==> config.mk <==
export PLATFORM = sky130hd
export DESIGN_NAME = pio_display_arbiter
export DESIGN_NICKNAME = d
export VERILOG_FILES = /design/src/rtl/pio_arb_pkg.sv /design/src/rtl/pio_rr_picker.sv /design/src/rtl/pio_display_arbiter.sv
export SDC_FILE = /design/constraint.sdc
export NUM_CORES = 1
export LEC_CHECK = 0
export CAP_MARGIN = 40
export CORE_ASPECT_RATIO = 0.5
export CORE_MARGIN = 3
export CORE_UTILIZATION = 44
export CTS_CLUSTER_SIZE = 30
export DETAILED_ROUTE_END_ITERATION = 10
export PLACE_DENSITY_LB_ADDON = 0.3
export SLEW_MARGIN = 10
export SYNTH_ARGS = -nofsm -noshare
export SYNTH_HDL_FRONTEND = slang
export SYNTH_SLANG_ARGS = --single-unit
==> constraint.sdc <==
create_clock -name clk -period 2.36 [get_ports clk]
set_clock_uncertainty 0.1 [all_clocks]
set_input_delay 0.354 -clock clk [delete_from_list [all_inputs] [get_ports clk]]
set_output_delay 0.354 -clock clk [all_outputs]
set_load 0.02 [all_outputs]
==> src/rtl/pio_arb_pkg.sv <==
// Shared types and constants for the hex-display PIO arbiter.
// Optional host pre-emption is selected with the ARB_HOST_PREEMPT_EN macro in the top.
package pio_arb_pkg;

    typedef logic [0:0] arb_state_t;

    localparam arb_state_t ARB_IDLE = 1'b0;
    localparam arb_state_t ARB_HOLD = 1'b1;

    localparam int unsigned NUM_REQ_MIN = 2;
    localparam int unsigned NUM_REQ_MAX = 4;

    function automatic int unsigned owner_w(input int unsigned n);
        return (n > 1) ? $clog2(n) : 1;
    endfunction

endpackage

==> src/rtl/pio_rr_picker.sv <==
// Combinational round-robin picker: first valid requester scanning upward from ptr with wrap.
module pio_rr_picker #(
    parameter int unsigned NUM_REQ = 2
) (
    input  logic [NUM_REQ-1:0]         req,
    input  logic [$clog2(NUM_REQ)-1:0] ptr,
    output logic [NUM_REQ-1:0]         gnt,
    output logic [$clog2(NUM_REQ)-1:0] idx,
    output logic                       any
);

    localparam int unsigned IW = $clog2(NUM_REQ);

    int unsigned cand;

    // Scan from the far end so the candidate closest to ptr is written last and wins.
    always_comb begin
        gnt  = '0;
        idx  = '0;
        any  = 1'b0;
        cand = 0;
        for (int k = int'(NUM_REQ) - 1; k >= 0; k--) begin
            cand = (32'(ptr) + 32'(k)) % NUM_REQ;
            if (req[cand]) begin
                gnt       = '0;
                gnt[cand] = 1'b1;
                idx       = IW'(cand);
                any       = 1'b1;
            end
        end
    end

endmodule

==> src/rtl/pio_display_arbiter.sv <==
// Round-robin arbiter with minimum ownership hold for the 32-bit hexport display.
// Define ARB_HOST_PREEMPT_EN to let requester 0 take over the display during another owner's hold.
module pio_display_arbiter
    import pio_arb_pkg::*;
#(
    parameter int unsigned NUM_REQ     = 2,
    parameter int unsigned DATA_W      = 32,
    parameter int unsigned HOLD_CYCLES = 50000000
) (
    input  logic                        clk,
    input  logic                        reset,
    input  logic [NUM_REQ-1:0]          req_valid,
    input  logic [NUM_REQ*DATA_W-1:0]   req_data,
    output logic [NUM_REQ-1:0]          req_ready,
    output logic [DATA_W-1:0]           disp_out,
    output logic [$clog2(NUM_REQ)-1:0]  owner_id,
    output logic                        owner_valid
);

    localparam int unsigned OW = owner_w(NUM_REQ);
    localparam int unsigned CW = $clog2(HOLD_CYCLES + 1);

    if (NUM_REQ < NUM_REQ_MIN || NUM_REQ > NUM_REQ_MAX) begin : g_bad_num_req
        $error("pio_display_arbiter: NUM_REQ out of range");
    end

    arb_state_t          state_q;
    logic [OW-1:0]       rr_q;
    logic [OW-1:0]       owner_q;
    logic [CW-1:0]       cnt_q;
    logic [DATA_W-1:0]   disp_q;

    logic [NUM_REQ-1:0]  pick_gnt;
    logic [OW-1:0]       pick_idx;
    logic                pick_any;
    logic                preempt;
    logic                xfer;
    logic [OW-1:0]       xfer_idx;
    logic [DATA_W-1:0]   sel_data;

    pio_rr_picker #(
        .NUM_REQ (NUM_REQ)
    ) u_picker (
        .req (req_valid),
        .ptr (rr_q),
        .gnt (pick_gnt),
        .idx (pick_idx),
        .any (pick_any)
    );

`ifdef ARB_HOST_PREEMPT_EN
    assign preempt = (state_q == ARB_HOLD) && (owner_q != '0) && req_valid[0] && !reset;
`else
    assign preempt = 1'b0;
`endif

    // Reset gates ready so no handshake can complete while state is being cleared.
    always_comb begin
        req_ready = '0;
        if (!reset) begin
            if (state_q == ARB_IDLE) begin
                req_ready = pick_any ? pick_gnt : '0;
            end else if (preempt) begin
                req_ready[0] = 1'b1;
            end else if (cnt_q != '0) begin
                req_ready[owner_q] = 1'b1;
            end
        end
    end

    always_comb begin
        xfer     = |(req_valid & req_ready);
        xfer_idx = owner_q;
        if (state_q == ARB_IDLE) begin
            xfer_idx = pick_idx;
        end else if (preempt) begin
            xfer_idx = '0;
        end
        sel_data = '0;
        for (int i = 0; i < int'(NUM_REQ); i++) begin
            if (xfer_idx == OW'(i)) begin
                sel_data = req_data[i*DATA_W +: DATA_W];
            end
        end
    end

    always_ff @(posedge clk) begin
        if (reset) begin
            state_q <= ARB_IDLE;
            rr_q    <= '0;
            owner_q <= '0;
            cnt_q   <= '0;
            disp_q  <= '0;
        end else if (state_q == ARB_IDLE) begin
            if (xfer) begin
                disp_q  <= sel_data;
                owner_q <= xfer_idx;
                rr_q    <= OW'((32'(xfer_idx) + 32'd1) % NUM_REQ);
                cnt_q   <= CW'(HOLD_CYCLES - 1);
                state_q <= ARB_HOLD;
            end
        end else if (preempt) begin
            disp_q  <= sel_data;
            owner_q <= '0;
            rr_q    <= OW'(1);
            cnt_q   <= CW'(HOLD_CYCLES - 1);
        end else begin
            // Owner updates refresh the display but never extend the hold.
            if (xfer) begin
                disp_q <= sel_data;
            end
            if (cnt_q == '0) begin
                state_q <= ARB_IDLE;
            end else begin
                cnt_q <= cnt_q - 1'b1;
            end
        end
    end

    assign disp_out    = disp_q;
    assign owner_id    = owner_q;
    assign owner_valid = (state_q == ARB_HOLD);

endmodule
==> results of run 1 <==
report_power, final:
group          total [mW]  leakage (nW)  internal [mW]  switching, mW
sequential           1.24         0.506           1.16         0.0858
clock                1.45         0.163          0.978          0.473
combinational        1.44          1.53          0.751          0.691
total                4.13          2.20           2.88           1.25
timing repair:
action | 4_1_cts | 5_1_grt
gates resized for setup | 37 | 17
pin swaps | 10 | 10
hold endpoints to repair | 0 | 0
setup buffers | 9 | 3
cloned | 5 | 4
endpoints found under the setup margin | 38 | 49
sequential cells by signal, summed over array words and instances, names as in the netlist:
register     cells
rr_q             1
owner_id         1
owner_valid      1
cnt_q           26
disp_out        32
path summary, 6_finish.rpt:
path              cells past startpoint  slack [ps]                        end
setup / recovery                      6        -320               req_ready[0]
hold / removal                        2         180          rr_q$_SDFFE_PP0P_
setup reg to reg                     10        -260  disp_out[28]$_SDFFE_PP0P_
hold reg to reg                       2         380      cnt_q[6]$_SDFFE_PP0P_
logic make-up after synthesis:
| family | after synthesis | share of synthesized area, % |
|---|---|---|
| compound gates | 108 | 20.2 |
| xor+xnor | 1 | 0.239 |
| fa+ha+maj | 1 | 0.341 |
| buf+inv | 49 | 8.45 |
| flops | 61 | 33.3 |
| mux | 39 | 11.9 |
| simple gates | 149 | 25.6 |
Yosys cell counts (all sizes together) (6+ instances only):
| master | number | area share (%) |
|---|---|---|
| inv | 9 | 0.92 |
| nor2 | 19 | 1.9 |
| a21oi | 20 | 2.7 |
| nand2 | 14 | 1.4 |
| mux2 | 36 | 11 |
| o21a | 6 | 1.2 |
| or3 | 7 | 1.3 |
| buf | 11 | 3.4 |
| nand3 | 8 | 1.1 |
| a31oi | 38 | 6.5 |
| o21ai | 13 | 2.2 |
| dfxtp | 61 | 33 |
| nor4 | 38 | 9.7 |
| nor3 | 42 | 5.7 |
| clkbuf | 28 | 4.1 |
| or4 | 7 | 1.7 |
area by class of cell:
| type | instances | area (µm²) | share of cell area (%) |
|---|---|---|---|
| sequential | 61 | 1220 | 20.9 |
| timing repair buffer | 181 | 1790 | 30.5 |
| clock inverter | 4 | 70.1 | 1.19 |
| clock buffer | 12 | 256 | 4.37 |
| inverter | 10 | 37.5 | 0.640 |
| multi-input combinational | 300 | 2350 | 40.1 |
| tap | 108 | 135 | 2.30 |
per-stage QoR:
step	utilization, %	instances
after global placement	66.9	644
final	76.1	676
after global routing	76.1	676
after floorplan	-	408
after detailed placement	66.9	644
after CTS	75.0	674
layer usage:
metal	global-route usage (%)	share of wire [%]
met1	32.9	42
met2	40.7	47
met3	9.16	8.9
met4	8.94	2.2
met5	0	0
==> summary.md, run 1 <==
TritonCTS built the clock tree. The first TritonRoute pass finished after 5 iterations. Max-cap violations in this run came to 0. The path class of the tightest hold or removal check is in -> reg. Number of synthesized register bits: 61.

The share of synthesized area occupied by flip-flops and latches is 33.3%, and the required time of the worst setup path is 1910 ps. VDD sags by at most 0.000426 V. The most used flip-flop cell after synthesis is sky130_fd_sc_hd__dfxtp_1. The count of antenna diodes in the layout was 0. For this run the aggregate overflow at the end of global routing stands at 0. For this design, the slowest cell found on the critical path is sky130_fd_sc_hd__or4_4. The clock passes through at most 2 buffers. In this run, CTS created clock tree buffers numbering 9.

The detailed router finished its first iteration with 285 violations. The clock latency of the later-clocked register in the worst-skew pair was 330 ps; the standard-cell row count was 22. For the count of synthesis-stage warnings from yosys, the log shows 0. Area added between synthesis and finish: 59.7%.

Cell repeated most along the worst path: sky130_fd_sc_hd__or4_4. The library cells used most frequently in the layout, excluding fill and tap cells, are sky130_fd_sc_hd__clkdlybuf4s50_1 (100), sky130_fd_sc_hd__buf_4 (59), sky130_fd_sc_hd__dfxtp_1 (59), sky130_fd_sc_hd__nor3_1 (37). Library cell used as clock root buffer: sky130_fd_sc_hd__clkbuf_16.

For the area enclosed by the die boundary, the log shows 9550 µm². The achievable frequency was 0.373 GHz; the proportion of register bits with asynchronous set or reset after synthesis was 0%. Leaving out fill and tap cells, the most frequent cell in the layout is sky130_fd_sc_hd__clkdlybuf4s50_1. Cell type group with the largest total delay on the critical path: simple AND/OR/NAND/NOR gates. The clock slew seen by the registers of the worst setup and hold paths is 50 ps, and the number of nets in the final layout is 632.

The max-slew violation count is 0. The congestion estimate from routability-driven global placement came to 0.898. The run gives 0 as the number of hold-slack violations in the final timing report.

In this run the critical register-to-register path is launched from cnt_q[17]$_SDFFE_PP0P_. The aggregate routed wire length came out at 12.6 mm. For this run, the total global-route usage over all layers was measured as 25.7%. For the number of antenna violations at the first check in global routing, the log shows 0. For this run, design rule violations remaining after detail routing come to 0. Setup violations remaining at the end of the flow were counted as 34.

The capturing element type of the critical path was an output pin. Measured against its own limit, the worst slew margin works out to 42.1%. Power comes to 4.13 mW.

The synthesized instance count was 408; the die span in y was 70.6 µm. In this run, distinct cell masters in the synthesized netlist total 56. Buffers inserted to repair hold after CTS numbered 0. The final critical path takes up 114% of the cycle.

The initial utilization of the core area, before any placement, comes to 47.6%. In this run the tool buffered the top-level ports with 103 buffer cells. Classification of the worst setup path: reg -> out. STA classifies the critical path startpoint as a flip-flop. The chip width was 135 µm; the level count of the clock H-tree was 3. The shortest period the worst path allows was 2680 ps. The core region is 7710 µm². The run gives 5160 µm² as the placed standard-cell area. After detailed routing, the number of vias per cell comes to 6.03. For the number of fill cells in the layout, the log shows 532.

Final non-filler cell area: 5870 µm². The total standard cell area after synthesis was 3670 µm². The critical path goes through or4_4 -> or4_4 -> o21ai_4 -> o21a_1 -> nor2_4 -> buf_6.

The CTS sink count is 61, and the transition at the pin with the smallest max-transition slack is 867 ps. The accumulated negative setup slack was -5340 ps; the placed wire-length estimate was 7.50 mm. The detail route stage leaves a number of antenna-violating nets equal to 0. The logs give 19.7 mm for the wire length of the first global-routing pass and -397 ps for the post-placement worst setup slack. The tools report the startpoint of the most critical hold path as reset.

Synthesis produced a netlist with a net count of 477. The logs give 3939 for the number of global-route vias before repair and 4073 for the via count. Setup repair after global routing could not meet its margin everywhere. Worst-case setup margin in the final layout: -319 ps. The number of buffers and inverters on the critical path is 1, and the tightest hold margin is 181 ps.

The number of top-level pins was 104. On the worst path, the slowest cell contributes a delay of 540 ps. Dividing the detail-routed wire length by the instance count gives 18.7 µm. Entering global routing, the biggest net connects 45 pins. The tools report the leakage power summed over all cells as 2.20 nW. The checks that failed: negative setup slack. The post-route netlist has 34.3% of its cells at a drive strength greater than 1. Dividing the synthesized area by the synthesized cell count gives 9.00 µm².

The count of flip-flops with a built-in enable after synthesis is 0. The run finished, with violations left. The arrival time at the worst endpoint was 2230 ps; the power density over the cells was 705 nW/µm². In this run the worst path has a maximum fanout of 2.

The critical path starts at cnt_q[17]$_SDFFE_PP0P_.
Power figures use the tool's default switching activity.
==> inputs of run 2 (changes only) <==
- ABC_CLOCK_PERIOD_IN_PS: unset -> 2360
- CTS_CLUSTER_DIAMETER: unset -> 60
==> results of run 2 <==
The final DEF is identical to that of run 1; final timing and power are the same.
